===== src/rtl/puf_resp_collector_if.sv =====
// Bundles the control, result and PUF-core signals of puf_resp_collector.
// The slave modport is the collector's view; master is the surrounding system.
interface puf_resp_collector_if #(
  parameter int WORD_W    = 16,
  parameter int NUM_WORDS = 8
);
  logic                          start;
  logic                          abort;
  logic [WORD_W-1:0]             seed;
  logic [WORD_W-1:0]             puf_challenge;
  logic                          puf_eval;
  logic [WORD_W-1:0]             puf_response;
  logic [WORD_W*NUM_WORDS-1:0]   resp_out;
  logic                          resp_valid;
  logic                          busy;
  logic                          done;
  logic [2:0]                    state;

  modport master (
    output start, abort, seed, puf_response,
    input  puf_challenge, puf_eval, resp_out, resp_valid, busy, done, state
  );

  modport slave (
    input  start, abort, seed, puf_response,
    output puf_challenge, puf_eval, resp_out, resp_valid, busy, done, state
  );
endinterface


===== src/rtl/puf_resp_collector.sv =====
// Expands a seed through a Galois LFSR, evaluates the PUF core once per challenge
// (optionally several times with bitwise majority) and assembles a wide response.
module puf_resp_collector #(
  parameter int                            WORD_W    = 16,
  parameter int                            NUM_WORDS = 8,
  parameter int                            SETTLE    = 2,
  parameter int                            VOTES     = 1,
  parameter logic [WORD_W-1:0]             LFSR_TAPS = 16'hB400,
  parameter logic [WORD_W*NUM_WORDS-1:0]   RESET_VAL = 128'h5468697349734E6F74576F726B696E67
) (
  input  logic                clk_i,
  input  logic                rst_i,
  puf_resp_collector_if.slave bus
);

  localparam int RESP_W = WORD_W * NUM_WORDS;
  localparam int CNT_W  = $clog2(VOTES + 1);
  localparam int WIDX_W = $clog2(NUM_WORDS + 1);
  localparam int SET_W  = $clog2(SETTLE + 1);

  typedef enum logic [2:0] {
    Idle    = 3'd0,
    Load    = 3'd1,
    Eval    = 3'd2,
    Capture = 3'd3,
    Done    = 3'd4
  } state_e;

  state_e                         state_q, state_d;
  logic [WORD_W-1:0]              lfsr_q, lfsr_d;
  logic [SET_W-1:0]               settleCnt_q, settleCnt_d;
  logic [CNT_W-1:0]               voteIdx_q, voteIdx_d;
  logic [WIDX_W-1:0]              wordIdx_q, wordIdx_d;
  logic [WORD_W-1:0][CNT_W-1:0]   voteCnt_q, voteCnt_d;
  logic [RESP_W-1:0]              staging_q, staging_d;
  logic [RESP_W-1:0]              respOut_q, respOut_d;
  logic                           respValid_q, respValid_d;

  logic [WORD_W-1:0][CNT_W-1:0]   sumCnt;
  logic [WORD_W-1:0]              majWord;
  logic [CNT_W-1:0]               voteIdxInc;

  always_ff @(posedge clk_i) begin
    if (rst_i) begin
      state_q     <= Idle;
      lfsr_q      <= '0;
      settleCnt_q <= '0;
      voteIdx_q   <= '0;
      wordIdx_q   <= '0;
      voteCnt_q   <= '0;
      staging_q   <= '0;
      respOut_q   <= RESET_VAL;
      respValid_q <= 1'b0;
    end else begin
      state_q     <= state_d;
      lfsr_q      <= lfsr_d;
      settleCnt_q <= settleCnt_d;
      voteIdx_q   <= voteIdx_d;
      wordIdx_q   <= wordIdx_d;
      voteCnt_q   <= voteCnt_d;
      staging_q   <= staging_d;
      respOut_q   <= respOut_d;
      respValid_q <= respValid_d;
    end
  end

  // Running vote totals including the sample currently on puf_response.
  always_comb begin
    sumCnt  = '0;
    majWord = '0;
    for (int i = 0; i < WORD_W; i++) begin
      sumCnt[i]  = voteCnt_q[i] + CNT_W'(bus.puf_response[i]);
      majWord[i] = (sumCnt[i] > CNT_W'(VOTES / 2));
    end
    voteIdxInc = voteIdx_q + CNT_W'(1);
  end

  always_comb begin
    state_d     = state_q;
    lfsr_d      = lfsr_q;
    settleCnt_d = settleCnt_q;
    voteIdx_d   = voteIdx_q;
    wordIdx_d   = wordIdx_q;
    voteCnt_d   = voteCnt_q;
    staging_d   = staging_q;
    respOut_d   = respOut_q;
    respValid_d = respValid_q;

    case (state_q)
      Idle: begin
        if (bus.start && !bus.abort) begin
          state_d     = Load;
          respValid_d = 1'b0;
        end
      end
      Load: begin
        lfsr_d      = (bus.seed == '0) ? WORD_W'(1) : bus.seed;
        settleCnt_d = '0;
        voteIdx_d   = '0;
        wordIdx_d   = '0;
        voteCnt_d   = '0;
        state_d     = Eval;
      end
      Eval: begin
        if (settleCnt_q == SET_W'(SETTLE - 1)) begin
          settleCnt_d = '0;
          state_d     = Capture;
        end else begin
          settleCnt_d = settleCnt_q + SET_W'(1);
        end
      end
      Capture: begin
        if (voteIdxInc < CNT_W'(VOTES)) begin
          voteIdx_d = voteIdxInc;
          voteCnt_d = sumCnt;
          state_d   = Eval;
        end else begin
          // Shifting in from the LSB end leaves word 0 in the MSBs after a full run.
          staging_d = (staging_q << WORD_W) | RESP_W'(majWord);
          voteIdx_d = '0;
          voteCnt_d = '0;
          lfsr_d    = (lfsr_q >> 1) ^ (lfsr_q[0] ? LFSR_TAPS : '0);
          wordIdx_d = wordIdx_q + WIDX_W'(1);
          state_d   = (wordIdx_q == WIDX_W'(NUM_WORDS - 1)) ? Done : Eval;
        end
      end
      Done: begin
        respOut_d   = staging_q;
        respValid_d = 1'b1;
        state_d     = Idle;
      end
      default: state_d = Idle;
    endcase

    // Abort overrides every transition, including the final commit.
    if (bus.abort && state_q != Idle) begin
      state_d     = Idle;
      respOut_d   = respOut_q;
      respValid_d = respValid_q;
    end
  end

  assign bus.puf_challenge = lfsr_q;
  assign bus.puf_eval      = (state_q == Eval);
  assign bus.resp_out      = respOut_q;
  assign bus.resp_valid    = respValid_q;
  assign bus.busy          = (state_q != Idle);
  assign bus.done          = (state_q == Done) && !bus.abort;
  assign bus.state         = state_q;

endmodule


===== src/flat_wrapper.sv =====
// flat-port wrapper written by rule: the top's interface ports become plain ports
module puf_resp_collector_flat 
#(
  parameter int                            WORD_W    = 16,
  parameter int                            NUM_WORDS = 8,
  parameter int                            SETTLE    = 2,
  parameter int                            VOTES     = 1,
  parameter logic [WORD_W-1:0]             LFSR_TAPS = 16'hB400,
  parameter logic [WORD_W*NUM_WORDS-1:0]   RESET_VAL = 128'h5468697349734E6F74576F726B696E67
)
  (clk_i, rst_i, bus_start, bus_abort, bus_seed, bus_puf_response, bus_puf_challenge, bus_puf_eval, bus_resp_out, bus_resp_valid, bus_busy, bus_done, bus_state);
  puf_resp_collector_if #(.WORD_W(WORD_W), .NUM_WORDS(NUM_WORDS)) bus_i ();
  input  logic clk_i;
  input  logic rst_i;
  input wire logic [$bits(bus_i.start)-1:0] bus_start;
  input wire logic [$bits(bus_i.abort)-1:0] bus_abort;
  input wire logic [$bits(bus_i.seed)-1:0] bus_seed;
  input wire logic [$bits(bus_i.puf_response)-1:0] bus_puf_response;
  output wire logic [$bits(bus_i.puf_challenge)-1:0] bus_puf_challenge;
  output wire logic [$bits(bus_i.puf_eval)-1:0] bus_puf_eval;
  output wire logic [$bits(bus_i.resp_out)-1:0] bus_resp_out;
  output wire logic [$bits(bus_i.resp_valid)-1:0] bus_resp_valid;
  output wire logic [$bits(bus_i.busy)-1:0] bus_busy;
  output wire logic [$bits(bus_i.done)-1:0] bus_done;
  output wire logic [$bits(bus_i.state)-1:0] bus_state;
  assign bus_i.start = bus_start;
  assign bus_i.abort = bus_abort;
  assign bus_i.seed = bus_seed;
  assign bus_i.puf_response = bus_puf_response;
  assign bus_puf_challenge = bus_i.puf_challenge;
  assign bus_puf_eval = bus_i.puf_eval;
  assign bus_resp_out = bus_i.resp_out;
  assign bus_resp_valid = bus_i.resp_valid;
  assign bus_busy = bus_i.busy;
  assign bus_done = bus_i.done;
  assign bus_state = bus_i.state;
  puf_resp_collector #(.WORD_W(WORD_W), .NUM_WORDS(NUM_WORDS), .SETTLE(SETTLE), .VOTES(VOTES), .LFSR_TAPS(LFSR_TAPS), .RESET_VAL(RESET_VAL)) u_core (.clk_i(clk_i), .rst_i(rst_i), .bus(bus_i));
endmodule

===== config.mk =====
export PLATFORM = sky130hd
export DESIGN_NAME = puf_resp_collector_flat
export DESIGN_NICKNAME = d
export VERILOG_FILES = /design/src/rtl/puf_resp_collector_if.sv /design/src/rtl/puf_resp_collector.sv /design/src/flat_wrapper.sv
export SDC_FILE = /design/constraint.sdc
export NUM_CORES = 1
export LEC_CHECK = 0
export CORE_UTILIZATION = 35
export CTS_CLUSTER_DIAMETER = 200
export DETAILED_ROUTE_END_ITERATION = 16
export DONT_BUFFER_PORTS = 1
export PLACE_DENSITY = 0.53
export SETUP_SLACK_MARGIN = 0.4
export SYNTH_ARGS = -nofsm -noshare
export SYNTH_HDL_FRONTEND = slang
export SYNTH_SLANG_ARGS = --single-unit

===== constraint.sdc =====
create_clock -name clk_i -period 1.6 [get_ports clk_i]
set_clock_uncertainty 0.05 [all_clocks]
set_input_delay 0.08 -clock clk_i [delete_from_list [all_inputs] [get_ports clk_i]]
set_output_delay 0.08 -clock clk_i [all_outputs]
set_load 0.05 [all_outputs]

# Word level (Yosys, flattened, before mapping)

Cells that the tools add are included.

Register bits: 299
Bits of input ports: 36
Output and inout port bits: 151
Word-level logic and storage cells: 108

Add/subtract/negate cells: 19
Order comparisons: 17
Equal/unequal tests: 9
Multiplexer cells: 19
Bitwise gates (word level): 4
Reductions and logical operators: 16

Operator list:

| cell                  | number |
|---|---|
| $or A128 B16 Y128     | 1 |
| $mux W16              | 4 |
| $pmux W16 S2          | 2 |
| $add A1 B1 Y1         | 16 |
| $gt A1 B1 Y1 const B  | 16 |
| $logic_not A16 Y1     | 1 |
| $xor A15 B16 Y16      | 1 |
| $mux W3               | 4 |
| $pmux W3 S4           | 1 |
| $pmux W4 S2           | 1 |
| $reduce_and A2 Y1     | 4 |
| $eq A3 B2 Y1 const B  | 2 |
| $reduce_bool A2 Y1    | 3 |
| $add A4 B1 Y4 const B | 1 |
| $eq A4 B3 Y1 const B  | 1 |
| $mux W4               | 1 |
| $ne A2 B1 Y1 const B  | 2 |
| $pmux W1 S2           | 2 |
| $pmux W2 S2           | 1 |
| $eq A3 B1 Y1 const B  | 1 |
| $eq A3 B3 Y1 const B  | 1 |
| $logic_and A1 B1 Y1   | 3 |
| $logic_not A3 Y1      | 1 |
| $reduce_and A3 Y1     | 1 |
| 11 further kinds      | 13 |

# Longest topological paths before layout

Depth in word-level cells: 4
Depth in mapped cells: 8
Depth with buffers taken out: 4

# Least setup slack after synthesis

Ideal clock, no wire load.

Path type: register to register
Start point: register u_core.state_q[1] (netlist: u_core.bus.state[1])
End point: register u_core.state_q[0] (netlist: u_core.bus.state[0])
Library setup time: 0.129 ns
Data arrival time: 2.427 ns
Required time: 1.421 ns
Setup slack: -1.006 ns
Cell stages (with the launch flop): 5
Buffers on the path: 1
Period minus slack after synthesis: 2.606 ns
Cells stage by stage: dfxtp_1 -> buf_2 -> nor3b_1 -> a2111o_1 -> nor3_1

Word-level cells in the longest chain between the ends: 3
Elaborated cells between the ends (all ways): 11
Those cells by class: eq/ne (5); mux (1); reduce/logical (5)

Ends and longest elaborated chain:

| what                        | RTL line                 | RTL |
|---|---|---|
| start, declared             | puf_resp_collector.sv:29 | `state_e state_q, state_d;` |
| start signal, assigned      | puf_resp_collector.sv:45 | `state_q <= Idle;` |
| start signal, assigned      | puf_resp_collector.sv:55 | `state_q <= state_d;` |
| $eq A3 B2 Y1 *              | --                       |  |
| net bus_puf_eval            | flat_wrapper.sv:20       | `output wire logic [$bits(bus_i.puf_eval)-1:0] bus_puf_eval;` |
| $ne A2 B1 Y1 (no line)      | --                       |  |
| $reduce_and A2 Y1 (no line) | --                       |  |

The timed path passes the listed nets; every way through them passes the cells marked *.
A chain may end at the register's enable or synchronous reset.

# Worst setup path after layout

Start point: register u_core.state_q[0] (netlist: u_core.bus.state[0])
End point: output port bus_done

Word-level cells in the longest chain between the ends: 2

Ends and longest elaborated chain:

| what                | RTL line                  | RTL |
|---|---|---|
| $eq A3 B3 Y1        | puf_resp_collector.sv:148 | `assign bus.done = (state_q == Done) && !bus.abort;` |
| $logic_and A1 B1 Y1 | puf_resp_collector.sv:148 |  |
| end, declared       | flat_wrapper.sv:24        | `output wire logic [$bits(bus_i.done)-1:0] bus_done;` |

Every way passes these cells.

==> results.py <==
metrics = {
    "place": {
        "place_hpwl_um": 17400,
        "placed_area_sq_um": 12000,
        "place_ws_ps": -77.3,
        "io_buffers": 0,
        "place.gp.congestion": 0.767,
    },
    "critical_path": {
        "path_class": "flop to output port",
        "required_ps": 1470,
        "worst_ep_arrival_time_ps": 1740,
        "start_kind": "flop",
        "end_kind": "output port",
        "cp_max_fo": 2,
    },
    "detailed_routing": {
        "num_vias": 8555,
        "viasPerCell": 4.79,
        "wl_um": 27800,
        "drcViolationCount": 0,
        "drt_iter0_markers": 601,
        "drtPass1Iterations": 5,
        "ant_nets": 0,
        "wire_per_inst_um": 15.5,
    },
    "synth": {
        "synthCells": 1263,
        "synthDistinctLibCells": 34,
        "ys_seq_area_share_pct": 54.8,
        "synth_fp_nets": 1300,
        "syn_area_sq_um": 10400,
        "synth_seq_cells": 284,
        "yosysMostFrequentCell": "nand2_1",
        "ys_warn_count": 0,
        "netlist.area_leader.share_pct": 54.8,
        "synthTopCellsByArea": "dfxtp_1, nand2_1, a21oi_1",
        "yosys.area.top_type": "dfxtp_1",
        "synth_edf_count": 0,
        "yosys-top-cells-count": "nand2_1, dfxtp_1, a21oi_1",
        "avgSynthCellArea_sq_um": 8.22,
        "synth_ff_type": "dfxtp_1",
        "async_flop_share_pct": 0,
    },
    "sta": {
        "slew_violations": 0,
        "fin_crit_ps": 1870,
        "relSlewSlack_pct": 59.1,
        "final.setup.tns_ps": -14570,
        "setup-violations-final": 167,
        "hold_viol_final": 284,
        "rsz0062_at_grt": "yes",
        "finalWorstSetupSlack_ps": -272,
        "timing.hold.ws_ps": -439,
        "tightest_slew_ps": 614,
        "max_freq_mhz": 534,
        "fin_crit_sh_pct": 117,
    },
    "global_routing": {
        "grt_pass1_vias": 7973,
        "grt-ovfl-total": 0,
        "grt_start_max_net_pins": 285,
        "antenna_found_initial": 0,
        "grt_pass1_wl_um": 44000,
        "grt_usage_pct": 17.9,
    },
    "layout": {
        "final_nets": 1414,
        "area_delta_synth_final_pct": 27.9,
        "drive_above_1_share_pct": 18.5,
        "fin_area_sq_um": 13300,
        "antenna_cells": 0,
        "finish.utilization_pct": 45.9,
    },
    "floorplan": {
        "ios": 187,
        "start_util_pct": 35.9,
        "num_rows": 62,
        "fp.dieH_um": 174,
        "die_w_um": 174,
        "core-area_sq_um": 28900,
        "die-area_sq_um": 30400,
    },
    "hold_path": {
        "min_path_type": "input pin to flop",
    },
    "status": {
        "violations": "hold timing, setup timing",
        "status": "finished with violations",
    },
    "power_and_ir_drop": {
        "vdd_drop_max_uv": 797,
        "p_leak_nw": 4.97,
        "p_per_area_nw_per_um2": 1120,
    },
    "cts": {
        "path_clk_slew_ps": 60,
        "tritoncts": "built",
        "cts_made_buffers": 31,
        "cts.sinks": 284,
        "clockBufferDepth": 3,
        "cts-root-buf": "clkbuf_16",
        "clkLatencyLatePin_ps": 550,
        "holdBufCountCts": 1,
        "htreeDepth": 1,
    },
    "flow_run": {
        "drv_cap": 0,
    },
}
## power breakdown
group	total (mW)	switching [mW]	internal, mW	leakage, nW
clock	7.32	2.97	4.35	0.526
sequential	7.13	0.0326	7.10	2.30
combinational	0.363	0.206	0.156	2.15
total	14.8	3.21	11.6	4.97
## flip-flops by register name, summed over array words and instances, names as in the netlist
signal,flops
u_core.bus.resp_valid,1
u_core.bus.resp_out,128
u_core.staging_q,128
u_core.voteCnt_q,2
u_core.wordIdx_q,4
u_core.bus.state,3
u_core.settleCnt_q,2
u_core.bus.puf_challenge,16
## cells in the final DEF, fill, tap and decap left out, drive strengths merged, types with 13 or more instances in the layout
cell and instances:
clkbuf 44, xnor2 19, nand3b 73, mux2i 13, nand2 487, a21oi 177
dfxtp 284, a211oi 29, nor2 35, buf 176
## stage by stage
step                std cells  total power, mW
floorplan                1263             7.65
global placement         1718             7.63
detailed placement       1718             7.63
CTS                      1784             15.0
global route             1786             15.3
finish                   1786             14.8
## final timing paths
kind / from / endpoint / slack (ps) / cells past startpoint
worst max register to register: u_core.bus.state[0] / u_core.bus.resp_out[45] / -180 / 6
worst max-delay path: u_core.bus.state[0] / bus_done / -270 / 4
worst min register to register: u_core.staging_q[127] / u_core.bus.resp_out[127] / 400 / 2
worst min-delay path: rst_i / u_core.bus.resp_valid / -440 / 1
## final cells by class
cell class              count  area [sq um]
inverters                   1          11.3
clock buffers              43           922
well taps                 384           480
multi-input cells         877          4300
flip-flops and latches    284          5700
fillers                  2921         15700
repair buffers            182          1720
clock inverters            15           143
## routing by layer
| layer | part of all wire (%) | track usage, % |
|---|---|---|
| met1 | 46 | 24.3 |
| met5 | 0 | 0 |
| met3 | 5.0 | 3.46 |
| met4 | 2.2 | 4.53 |
| met2 | 46 | 29.1 |
## critical path, stage by stage, from the launching register on
cell,delay [ps]
dfxtp_4,340
or4b_4,560
inv_8,80
buf_12,100
buf_12,120
## cell families after synthesis
group           count (synthesis)  synth area share (%)
simple gates                  627                  26.2
flops                         284                  54.8
compound gates                217                  11.4
buf+inv                       102                  4.65
xor+xnor                       19                  1.60
mux                            13                  1.25
fa+ha+maj                       1                 0.121
## what timing repair did
item | 4_1_cts | 5_1_grt
resized for setup | 11 | 1
setup endpoints to repair | 433 | 435
pin swaps | 1 | 1
gates cloned | 4 | 1
hold endpoints to repair | 284 | 284
buffers inserted | 3 | 1
No activity file was read; power rests on OpenSTA's default activity.
